## src/rtl/mem_access_ctrl.sv

```systemverilog
// mem_access_ctrl: memory-access stage between execute and 16-bit word data memory.
// Optional byte loads / read-modify-write byte stores when BYTE_ACCESS_EN is defined.
module mem_access_ctrl (
  input  logic        clk,
  input  logic        rst,
  input  logic        req_valid,
  output logic        req_ready,
  input  logic        req_we,
  input  logic        req_byte,
  input  logic        req_bsel,
  input  logic [15:0] req_addr,
  input  logic [15:0] req_wdata,
  input  logic [2:0]  req_rd,
  output logic        dm_wflag,
  output logic [15:0] dm_addr,
  output logic [15:0] dm_datain,
  input  logic [15:0] dm_dataout,
  output logic        rsp_valid,
  input  logic        rsp_ready,
  output logic [15:0] rsp_data,
  output logic [2:0]  rsp_rd
);

  typedef enum logic [1:0] {
    IDLE,
    READ,
    WRITE,
    RESP
  } state_t;

  state_t      state;
  state_t      state_nx;

  logic [15:0] a_addr;
  logic [2:0]  a_rd;
  logic [15:0] din_q;
  logic [15:0] rdat_q;
  logic [2:0]  rrd_q;

  logic        accept;
  logic        req_is_bst;
  logic        rd_to_wr;
  logic [15:0] ld_word;

`ifdef BYTE_ACCESS_EN
  logic        a_we;
  logic        a_byte;
  logic        a_bsel;
  logic [7:0]  a_wb;
  logic [15:0] st_word;

  assign req_is_bst = req_we & req_byte;
  assign rd_to_wr   = a_we & a_byte;

  // Lane extract for byte loads and lane merge for byte stores
  always_comb begin
    ld_word = dm_dataout;
    st_word = dm_dataout;
    if (a_byte) begin
      if (a_bsel) begin
        ld_word = {8'h00, dm_dataout[15:8]};
        st_word = {a_wb, dm_dataout[7:0]};
      end else begin
        ld_word = {8'h00, dm_dataout[7:0]};
        st_word = {dm_dataout[15:8], a_wb};
      end
    end
  end

  // Byte-access request fields, captured on accept
  always_ff @(posedge clk or posedge rst) begin
    if (rst) begin
      a_we   <= 1'b0;
      a_byte <= 1'b0;
      a_bsel <= 1'b0;
      a_wb   <= 8'h00;
    end else if (accept) begin
      a_we   <= req_we;
      a_byte <= req_byte;
      a_bsel <= req_bsel;
      a_wb   <= req_wdata[7:0];
    end
  end
`else
  logic unused_byte;

  assign unused_byte = ^{req_byte, req_bsel};
  assign req_is_bst  = 1'b0;
  assign rd_to_wr    = 1'b0;
  assign ld_word     = dm_dataout;
`endif

  assign accept    = req_valid & (state == IDLE);
  assign dm_addr   = a_addr;
  assign dm_datain = din_q;
  assign rsp_data  = rdat_q;
  assign rsp_rd    = rrd_q;

  // State register; reset aborts any operation at once
  always_ff @(posedge clk or posedge rst) begin
    if (rst) state <= IDLE;
    else     state <= state_nx;
  end

  // Next state and handshake / write-strobe outputs
  always_comb begin
    state_nx  = state;
    req_ready = 1'b0;
    dm_wflag  = 1'b0;
    rsp_valid = 1'b0;
    unique case (state)
      IDLE: begin
        req_ready = ~rst;
        if (req_valid) begin
          if (req_we && !req_is_bst) state_nx = WRITE;
          else                       state_nx = READ;
        end
      end
      READ: begin
        if (rd_to_wr) state_nx = WRITE;
        else          state_nx = RESP;
      end
      WRITE: begin
        dm_wflag = 1'b1;
        state_nx = IDLE;
      end
      RESP: begin
        rsp_valid = 1'b1;
        if (rsp_ready) state_nx = IDLE;
      end
      default: state_nx = IDLE;
    endcase
  end

  // Address/tag latch, write data, and held load response
  always_ff @(posedge clk or posedge rst) begin
    if (rst) begin
      a_addr <= 16'h0000;
      a_rd   <= 3'd0;
      din_q  <= 16'h0000;
      rdat_q <= 16'h0000;
      rrd_q  <= 3'd0;
    end else begin
      if (accept) begin
        a_addr <= req_addr;
        a_rd   <= req_rd;
        if (req_we && !req_is_bst) din_q <= req_wdata;
      end
      if (state == READ) begin
        if (rd_to_wr) begin
`ifdef BYTE_ACCESS_EN
          din_q <= st_word;
`endif
        end else begin
          rdat_q <= ld_word;
          rrd_q  <= a_rd;
        end
      end
    end
  end

endmodule

```

## config.mk

```make
export PLATFORM = sky130hd
export DESIGN_NAME = mem_access_ctrl
export DESIGN_NICKNAME = d
export VERILOG_FILES = /design/src/rtl/mem_access_ctrl.sv
export SDC_FILE = /design/constraint.sdc
export NUM_CORES = 1
export LEC_CHECK = 0
export ABC_AREA = 1
export CAP_MARGIN = 15
export CORE_MARGIN = 5
export CORE_UTILIZATION = 43
export CTS_CLUSTER_SIZE = 30
export DETAILED_ROUTE_END_ITERATION = 10
export PLACE_DENSITY = 0.89
export RECOVER_POWER = 50
export SETUP_SLACK_MARGIN = 0.4
export SLEW_MARGIN = 20
export SYNTH_ARGS = -nofsm -noshare
export SYNTH_HDL_FRONTEND = slang
export SYNTH_SLANG_ARGS = --single-unit
```

## constraint.sdc

```tcl
create_clock -name clk -period 2.8 [get_ports clk]
set_clock_uncertainty 0.05 [all_clocks]
set_input_delay 0.42 -clock clk [delete_from_list [all_inputs] [get_ports clk]]
set_output_delay 0.42 -clock clk [all_outputs]
set_load 0.02 [all_outputs]
```

==> flow_summary.json <==
{
  "outcome": "finished, final reports clean",
  "cts_buffers": 5,
  "grt_start_max_net_pins": 38,
  "layout-area-overhead-vs-synth_pct": 52.4,
  "diodes": 0,
  "path_max_fanout": 16,
  "setup_viol": 0,
  "grt_usage_pct": 18.0,
  "tightest_slew_ns": 0.991,
  "synth_simple_gate_area_share_pct": 34.0,
  "routabilityCongestion": 0.793,
  "worstSetupStartpointType": "flip-flop",
  "finalHoldViolCount": 0,
  "route.detailed.drc": 0,
  "yosysTopAreaCellShare_pct": 60.4,
  "clock_path_buffers": 2,
  "initial_core_util_pct": 44.9,
  "synth-seq-cells": 56,
  "rsz0062_at_grt": "no",
  "power_density_nw_per_um2": 1120,
  "cp.required_ns": 2.33,
  "wl_um": 6150,
  "crit_chain": "buf_4, nor2_1, clkdlybuf4s50_1",
  "final_common_cell": "nand2_1",
  "critical_path.startpoint": "state[0]",
  "portBuffers": 109,
  "synth-compound-area-share_pct": 0,
  "seq_power_share_pct": 35.8,
  "clkPwrFrac_pct": 13.3,
  "drtAntennaViolNets": 0,
  "end_kind": "output pin",
  "ios": 112,
  "vdd_drop_max_mv": 0.585,
  "postSynthAreaPerCell_um2": 9.21,
  "die_x_um": 83.5,
  "routed_via_density": 4.89,
  "power.leakage_nw": 1.74,
  "holdBufCountCts": 0,
  "grt_first_pass_wirelength_um": 10200,
  "post-route-period-util_pct": 81.9,
  "switching_power_mw": 1.64,
  "min_from": "rsp_data[9]",
  "final_cell_mix": "nand2_1 (111), clkdlybuf4s50_1 (81), dfrtp_1 (56), nand3_1 (41), dlygate4sd3_1 (28)",
  "coreArea_um2": 5170,
  "clockRootBuffer": "clkbuf_8",
  "num_vias": 2092,
  "yosysSeqAreaShare_pct": 60.4,
  "clk-insertion-delay-late_ns": 0.31,
  "grt-ovfl-total": 0,
  "nNetsFinal": 415,
  "antenna_found_initial": 0,
  "final_cells": 428,
  "synth_fp_nets": 310,
  "syn-cell-area_um2": 2320,
  "cts_sinks": 56,
  "die_h_um": 83.5,
  "critPathMaxStageDelay_ns": 0.63,
  "comb_power_share_pct": 50.8,
  "dp_hpwl_um": 4480,
  "clkTransAtPathRegs_ns": 0.10,
  "max_freq_ghz": 0.436,
  "drv_cap": 0,
  "r2r_setup_slack_ns": 0.94,
  "synth_top_family_by_area": "simple AND/OR/NAND/NOR gates",
  "p_total_mw": 3.95,
  "synthAdderAreaFrac_pct": 0,
  "design_area_um2": 3540,
  "worstPathArrival_ns": 1.82,
  "setup-tns-final_ns": 0,
  "final_layout_size_suffix_gt1_share_pct": 5.03,
  "grt_pass1_vias": 2095,
  "regToRegStartpoint": "state[0]",
  "crit_type": "reg2out",
  "placed_area_um2": 3430,
  "post_cts_buffers": 0,
  "synthMuxAreaShare_pct": 0,
  "ys.warnings.count": 0,
  "worstHoldPathType": "reg2reg",
  "cts_tree": "built",
  "yosysUniqueCellTypes": 17,
  "h-tree-depth": 2,
  "cts.repair.resized": 0,
  "switching_share_pct": 41.6,
  "intPower_mw": 2.30,
  "synth_area_leaders": "dfrtp_1 (60%), nand2_1 (18%), nand3_1 (8.8%)",
  "slew_headroom_pct": 33.9,
  "dpl.cell_count": 420,
  "cp_slowest_cell": "clkdlybuf4s50_1",
  "row_count": 26,
  "die_area_um2": 6970,
  "synth_top_area_cell": "dfrtp_1",
  "first_iter_violations": 115,
  "drv_slew": 0,
  "holdWs_ns": 0.418,
  "synth_xor_area_share_pct": 0,
  "firstDrtPassIters": 4,
  "synthCells": 252,
  "wl_per_cell_um": 14.4,
  "min_period_ns": 2.29
}
==> stage by stage <==
stage / setup WS, ns / utilization (%)
after global placement: 0.710 / 66.4
after global routing: 0.334 / 68.4
after CTS: 0.508 / 68.5
after detailed placement: 0.714 / 66.4
final: 0.506 / 68.4
after floorplan: 0.959 / -
==> path summary, 6_finish.rpt <==
kind,endpoint,cells past startpoint
worst max-delay path,dm_wflag,3
worst min-delay path,rsp_data[9],2
worst max register to register,dm_datain[10],5
worst min register to register,rsp_data[9],2
max in group asynchronous,dm_addr[3],3
min in group asynchronous,dm_datain[14],2
==> sequential cells by signal (all words and copies together), names as in the netlist <==
signal     flops
a_rd           3
dm_addr       16
dm_datain     16
rsp_data      16
rsp_rd         3
state          2
==> cell type report <==
class,count,area [um2]
flip-flops and latches,56,1400
repair buffers,116,1140
clock buffers,5,68.8
well taps,70,87.6
clock inverters,3,42.5
inverters,3,11.3
multi-input cells,175,790
fillers,393,1640
==> cell families after synthesis <==
| logic type | Yosys count |
|---|---|
| buffers and inverters | 21 |
| flip-flops | 56 |
| AND/OR/NAND/NOR | 175 |
==> synth_stat cells (all sizes together) <==
cell and instances:
nor3 1, nand4 16, buf 16, nand3 42, or2 1, nand2 112
dfrtp 56, clkbuf 2, inv 3, nor2 3
==> critical path, delay by kind of cell (launching register included) <==
kind                   cells  cell delay [ns]
and+or+nand+nor            1             0.11
DFF                        1             0.51
buffers and inverters      2             0.89
==> layer usage <==
layer	wire length (um)	global-route usage (%)	part of all wire [%]	up-vias
met2	3000	28.6	49	76
met4	185	8.48	3.0	0
li1	-	-	-	1034
met3	444	3.95	7.2	14
met5	0	0	0	-
met1	2510	23.5	41	968
==> power by group through the flow <==
| stage | clock network (mW) | logic, mW | registers (mW) |
|---|---|---|---|
| floorplan | 0 | 0.743 | 1.83 |
| global placement | 0 | 2.06 | 1.42 |
| detailed placement | 0 | 2.10 | 1.43 |
| CTS | 0.534 | 2.10 | 1.42 |
| global route | 0.570 | 2.18 | 1.47 |
| finish | 0.526 | 2.01 | 1.41 |
Note: power is estimated with default switching activity, not from simulation.
